<file path="config.mk">
export PLATFORM = sky130hd
export DESIGN_NAME = stream_demux_n
export DESIGN_NICKNAME = d
export VERILOG_FILES = /design/src/rtl/stream_demux_n.sv
export SDC_FILE = /design/constraint.sdc
export NUM_CORES = 1
export LEC_CHECK = 0
export ABC_AREA = 1
export CAP_MARGIN = 25
export CORE_UTILIZATION = 44
export DETAILED_ROUTE_END_ITERATION = 8
export PLACE_DENSITY_LB_ADDON = 0.2
export RECOVER_POWER = 100
export SLEW_MARGIN = 30
export SYNTH_ARGS = -nofsm -noshare
export SYNTH_HDL_FRONTEND = slang
export SYNTH_SLANG_ARGS = --single-unit
</file>
<file path="constraint.sdc">
create_clock -name clk -period 2.01 [get_ports clk]
set_clock_uncertainty 0.1 [all_clocks]
set_input_delay 0.402 -clock clk [delete_from_list [all_inputs] [get_ports clk]]
set_output_delay 0.402 -clock clk [all_outputs]
set_load 0.05 [all_outputs]
</file>
<file path="src/rtl/stream_demux_n.sv">
// stream_demux_n
//   Registered 1-to-NUM_CH stream demultiplexer with valid/ready flow control.
//   Each input word is routed to the channel selected by in_sel and held in a
//   one-entry register for that channel until its sink accepts it. Words
//   addressed to a nonexistent channel are accepted, discarded and counted.
//
//   Optional build macro: DEMUX_BROADCAST_EN adds in_bcast, which loads the
//   input word into every channel at once (accepted only when all are free).
//
// Ports
//   clk        clock, rising edge
//   rst        asynchronous active-high reset
//   in_valid   input word present
//   in_ready   input word accepted this cycle when in_valid & in_ready
//   in_data    input word
//   in_sel     destination channel index
//   out_valid  bit i: channel i holds a word
//   out_ready  bit i: sink i accepts this cycle
//   out_data   channel i data in bits [i*DATA_W +: DATA_W]
//   drop_cnt   saturating count of discarded words
//   err_pulse  one-cycle pulse per discarded word
//   in_bcast   broadcast request (DEMUX_BROADCAST_EN only)
module stream_demux_n #(
    parameter int NUM_CH = 4,
    parameter int DATA_W = 8,
    parameter int SEL_W  = 2,
    parameter int CNT_W  = 8
) (
    input  logic                     clk,
    input  logic                     rst,
    input  logic                     in_valid,
    output logic                     in_ready,
    input  logic [DATA_W-1:0]        in_data,
    input  logic [SEL_W-1:0]         in_sel,
    output logic [NUM_CH-1:0]        out_valid,
    input  logic [NUM_CH-1:0]        out_ready,
    output logic [NUM_CH*DATA_W-1:0] out_data,
    output logic [CNT_W-1:0]         drop_cnt,
    output logic                     err_pulse
`ifdef DEMUX_BROADCAST_EN
    ,
    input  logic                     in_bcast
`endif
);

    if (NUM_CH < 2 || (2 ** SEL_W) < NUM_CH) begin : g_param_check
        $error("stream_demux_n: need NUM_CH >= 2 and 2**SEL_W >= NUM_CH");
    end

    logic [NUM_CH-1:0]             ch_valid;
    logic [NUM_CH-1:0][DATA_W-1:0] ch_data;

    logic [NUM_CH-1:0] hit;
    logic [NUM_CH-1:0] free;
    logic [NUM_CH-1:0] load;
    logic              accept;
    logic              drop;

    // hit is the set of destination channels for the current word; it is
    // empty for an out-of-range select, which makes the AND-reduction below
    // yield in_ready=1 and turns the accept into a drop.
    always_comb begin
        hit = '0;
        for (int unsigned i = 0; i < NUM_CH; i++) begin
            hit[i] = (in_sel == SEL_W'(i));
        end
`ifdef DEMUX_BROADCAST_EN
        if (in_bcast) begin
            hit = '1;
        end
`endif
    end

    // A channel is free when empty or being drained this cycle, so a full
    // channel can be refilled in the same cycle its sink takes the old word.
    assign free     = ~ch_valid | out_ready;
    assign in_ready = &(~hit | free);
    assign accept   = in_valid & in_ready;
    assign load     = hit & {NUM_CH{accept}};
    assign drop     = accept & ~(|hit);

    always_ff @(posedge clk or posedge rst) begin
        if (rst) begin
            ch_valid <= '0;
            ch_data  <= '0;
        end else begin
            // Load wins over drain.
            ch_valid <= (ch_valid & ~out_ready) | load;
            for (int unsigned i = 0; i < NUM_CH; i++) begin
                if (load[i]) begin
                    ch_data[i] <= in_data;
                end
            end
        end
    end

    always_ff @(posedge clk or posedge rst) begin
        if (rst) begin
            drop_cnt  <= '0;
            err_pulse <= 1'b0;
        end else begin
            err_pulse <= drop;
            if (drop && drop_cnt != '1) begin
                drop_cnt <= drop_cnt + CNT_W'(1);
            end
        end
    end

    assign out_valid = ch_valid;
    assign out_data  = ch_data;

endmodule
</file>
* After elaboration in Yosys (flattened, before gate mapping)
Cells that the tools add are included. W data, S select, Z words.
Storage, ports and cells: register bits 45, input bits 17, output and inout port bits 46, word-level logic and storage cells 27
Cells by class: $add $sub $neg 1, equal/unequal tests 4, bitwise logic cells 11, reduce and logical (&&, ||, !) cells 4
Operators with widths (number):
- $not A4 Y4 | 3
- $or A4 B4 Y4 | 3
- $add A8 B1 Y8 const B | 1
- $and A4 B4 Y4 | 2
- $ne A8 B8 Y1 const B | 1
- $eq A2 B2 Y1 const B | 2
- $reduce_and A4 Y1 | 1
- $reduce_or A4 Y1 | 1
- $and A1 B1 Y1 | 2
- $eq A2 B1 Y1 const B | 1
- $logic_not A2 Y1 | 1
- $logic_and A1 B1 Y1 | 1
- $not A1 Y1 | 1

* Logic depth before layout (Yosys ltp)
depth after elaboration 7, gate-level depth with buffers 8, gate-level depth less buffers 8

* Least setup slack after synthesis
Ideal clock, no wire load.
kind reg-to-output, start register ch_valid[1] (netlist: out_valid[1]), end output port in_ready, arrival time 1331 ps, required time 1508 ps, slack 177 ps, cell stages (with the launch flop) 7, path buffers 1, cells stage by stage dfrtp_1 > inv_1 > nor2_1 > nand2_1 > nand2_1 > nor2_4 > clkbuf_8
On the way: longest elaborated chain between the ends 4
RTL lines:
- start, declared | RTL line 50 | logic [NUM_CH-1:0] ch_valid;
- start signal, assigned | RTL line 88 | ch_valid <= (ch_valid & ~out_ready) | load;
- $not A4 Y4 | RTL line 76 | assign free = ~ch_valid | out_ready;
- $or A4 B4 Y4 | RTL line 76
- $or A4 B4 Y4 | RTL line 77 | assign in_ready = &(~hit | free);
- $reduce_and A4 Y1 | RTL line 77
- end, declared | RTL line 32 | output logic in_ready,
No other way between the ends.

* Worst setup path in the final report
start register ch_valid[1] (netlist: out_valid[1]), end output port out_valid[1]
RTL lines:
- end, declared | RTL line 35 | output logic [NUM_CH-1:0] out_valid,
No word-level cell between the ends.

==> out/qor.tcl <==
set qor(ys_seq_elements) 45
set qor(initial_utilization_pct) 45.7
set qor(globalplace.congestion) 0.714
set qor(worst_ep_required_time_ns) 1.51
set qor(finalWorstPathRequiredPeriod_ns) 1.95
set qor(grt_use_total_pct) 20.1
set qor(placeableCoreArea_um2) 4000
set qor(syn_area_um2) 1830
set qor(synth_seq_area_share_pct) 61.6
set qor(final_report_hold_violation_count) 0
set qor(cp_cell_instances) {clkdlybuf4s50_1}
set qor(die_y_um) 66.4
set qor(holdWs_ns) 0.277
set qor(sequential_cell_area_um2) 1130
set qor(cts_root_buffer_type) {sky130_fd_sc_hd__clkbuf_8}
set qor(num_antenna_cells) 0
set qor(clock_sink_count) 45
set qor(detailedRoute.firstPassIterationCount) 4
set qor(route.detailed.drc) 0
set qor(cp.buffers_inverters) 1
set qor(place_ws_ns) -0.145
set qor(crit_family) {buffers and inverters}
set qor(first_global_vias) 1346
set qor(asyncSetResetFlopFracSynth_pct) 100
set qor(slowest_stage) {sky130_fd_sc_hd__clkdlybuf4s50_1}
set qor(whs_path_depth) 0
set qor(critical_path.max_fanout) 2
set qor(port_buffers) 62
set qor(share_clk_of_total_power_pct) 21.1
set qor(worstHoldEndpoint) {drop_cnt[1]}
set qor(holdCritStartpoint) {drop_cnt[1]}
set qor(fp.dieArea_um2) 4410
set qor(cts.clk_slew.worst_paths_ns) 0.08
set qor(vias) 1508
set qor(drive_gt1_share_pct) 10.9
set qor(die_width_um) 66.4
set qor(finished_layout_cells) 306
set qor(internal_power_w) 0.00145
set qor(ctsHtreeMaxLevel) 2
set qor(ys.warnings.count) 0
set qor(gr-total-overflow) 0
set qor(reg2reg_from) {out_valid[2]}
set qor(hold_class) {flop to flop}
set qor(area_delta_synth_final_pct) 30.4
set qor(final_cycle_share_pct) 97.2
set qor(rsz0062_at_grt) {false}
set qor(timing.reg2reg.worst_path_depth) 10
set qor(design.final.nets) 272
set qor(ys.flop_type) {sky130_fd_sc_hd__dfrtp_1}
set qor(synth_top_cell_by_area) {sky130_fd_sc_hd__dfrtp_1}
set qor(leakagePower_nw) 1.19
set qor(swShare_pct) 41.8
set qor(synth_nets) 205
set qor(dpl.hpwl_um) 2970
set qor(cts.path.max_buffers) 2
set qor(cts.hold.buffers_added) 0
set qor(cp-start-kind) {flop}
set qor(fmax_mhz) 512
set qor(totalWireLength_um) 4000
set qor(synth_area_per_cell_um2) 9.72
set qor(synth.lib_cells_used.distinct) 17
set qor(multi_input_comb_area_um2) 566
set qor(post_synth_inst_count) 188
set qor(worst_skew_pair.late_latency_ns) 0.29
set qor(ios) 63
set qor(cts_inserted_buffers) 5
set qor(ys_top_cells_by_area) {sky130_fd_sc_hd__dfrtp_1 62%, sky130_fd_sc_hd__nand2_1 15%, sky130_fd_sc_hd__nand4_1 11%}
set qor(regToRegEndpoint) {out_data[18]}
set qor(report.power.total_w) 0.00250
set qor(r2r_setup_slack_ns) 0.34
set qor(synth.top_cells.by_count) {71 x sky130_fd_sc_hd__nand2_1, 45 x sky130_fd_sc_hd__dfrtp_1, 32 x sky130_fd_sc_hd__nand4_1, 8 x sky130_fd_sc_hd__clkbuf_1, 7 x sky130_fd_sc_hd__inv_1}
set qor(finalMaxSlewViolations) 0
set qor(grt_first_pass_wirelength_um) 6400
set qor(routed_len_inst_um) 13.1
set qor(final-setup-viol-count) 0
set qor(fin_ws_ns) 0.0562
set qor(cp.arrival_ns) 1.45
set qor(worst-slew-pin-transition_ns) 0.877
set qor(slowest_delay_ns) 0.81
set qor(layout.core_utilization_pct) 59.6
set qor(yosys.area.top_type_share_pct) 61.6
set qor(floorplan.rows) 23
set qor(drt-initial-drc-count) 74
set qor(drtAntennaViolNets) 0
set qor(maximum_vdd_ir_drop_uv) 467
set qor(viasPerCell) 4.93
set qor(outcome) {finished, final reports clean}
set qor(tritoncts) {built}
set qor(timing_worst_setup_path_type) {flop to output port}
set qor(netSwitchingPower_w) 0.00104
set qor(grt_start_max_net_pins) 41
set qor(n_fill_cell) 406
set qor(slew_headroom_pct) 41.6
set qor(crit_path_end_kind) {output port}
set qor(placedCellCount) 297
set qor(power.sequential.fraction_pct) 44.4
set qor(synthMostInstantiatedCell) {sky130_fd_sc_hd__nand2_1}
set qor(p_per_area_nw_per_um2) 1050
set qor(share_comb_of_total_power_pct) 34.5
set qor(antenna_violations_before_repair) 0
set qor(cap_violations) 0
set qor(number_of_enable_flip_flop_cells_after_synthesis) 0
stage by stage:
step | TNS, ns | cell area [µm²]
floorplan | 0 | 1830
global route | 0 | 2380
CTS | 0 | 2540
detailed placement | -2.19 | 2450
finish | 0 | 2380
global placement | -2.07 | 2450
power by group through the flow:
stage               logic, W  clock network (W)  registers (W)
floorplan           0.000180                  0        0.00160
global placement    0.000974                  0        0.00113
detailed placement  0.000985                  0        0.00113
CTS                 0.000988           0.000546        0.00111
global route        0.000921           0.000578        0.00113
finish              0.000863           0.000526        0.00111
worst max path at each step:
stage,slack [ns],start,end,cells after the start
6_report,0.06,out_valid[1],out_valid[1],1
5_1_grt,0.005,drop_cnt[3],drop_cnt[3],1
4_1_cts,0.02,in_sel[0],in_ready,7
3_5_place_dp,-0.15,in_sel[1],out_data[18],9
3_3_place_gp,-0.13,in_sel[0],out_data[31],10
2_1_floorplan,0.18,out_valid[1],in_ready,6
routing by layer:
layer	share of wire (%)	track usage (%)	wire, µm
met1	48	27.6	1930
met2	44	28.8	1750
met3	5.9	5.69	236
met4	1.9	9.84	74
met5	0	0	0
cell type report:
type	instances	share of cell area (%)
Sequential cell	45	47.3
Timing Repair Buffer	75	21.6
Inverter	8	1.26
Multi-Input combinational cell	120	23.7
Tap cell	50	2.63
Clock buffer	6	3.05
Clock inverter	2	0.420
repair_timing:
item / in CTS / in global routing
setup endpoints to repair: 1 / 17
hold endpoints to repair: 0 / 0
resized for setup: 1 / 1
buffers inserted: 1 / 0
pin swaps: 1 / 0
logic make-up (layout without fill, tap and decap cells):
group,after synthesis,in the layout,share of synthesized area (%)
compound gates,4,4,1.10
buf+inv,23,91,6.85
flops,45,45,61.6
other cells,1,1,0.205
simple gates,115,115,30.2
sequential cells by signal, indices dropped and copies added, names as in the netlist:
register and flops:
err_pulse 1, out_data 32, out_valid 4, drop_cnt 8
cell usage in the layout (no fill, tap or decap):
cell	instances
sky130_fd_sc_hd__nand3_2	2
sky130_fd_sc_hd__dlygate4sd3_1	1
sky130_fd_sc_hd__clkdlybuf4s50_1	27
sky130_fd_sc_hd__nand3_1	2
sky130_fd_sc_hd__inv_2	1
sky130_fd_sc_hd__dfrtp_1	45
sky130_fd_sc_hd__nor2_1	4
sky130_fd_sc_hd__buf_4	11
sky130_fd_sc_hd__nor2_2	3
sky130_fd_sc_hd__clkinv_2	2
sky130_fd_sc_hd__inv_1	7
sky130_fd_sc_hd__clkbuf_2	2
sky130_fd_sc_hd__dlygate4sd2_1	1
sky130_fd_sc_hd__buf_2	1
sky130_fd_sc_hd__conb_1	1
sky130_fd_sc_hd__nand4_1	32
sky130_fd_sc_hd__dlymetal6s2s_1	1
sky130_fd_sc_hd__clkbuf_8	5
sky130_fd_sc_hd__o21ai_0	4
sky130_fd_sc_hd__clkbuf_1	32
sky130_fd_sc_hd__nand2_1	71
sky130_fd_sc_hd__nor2_4	1
(Power assumes the default switching activity.)
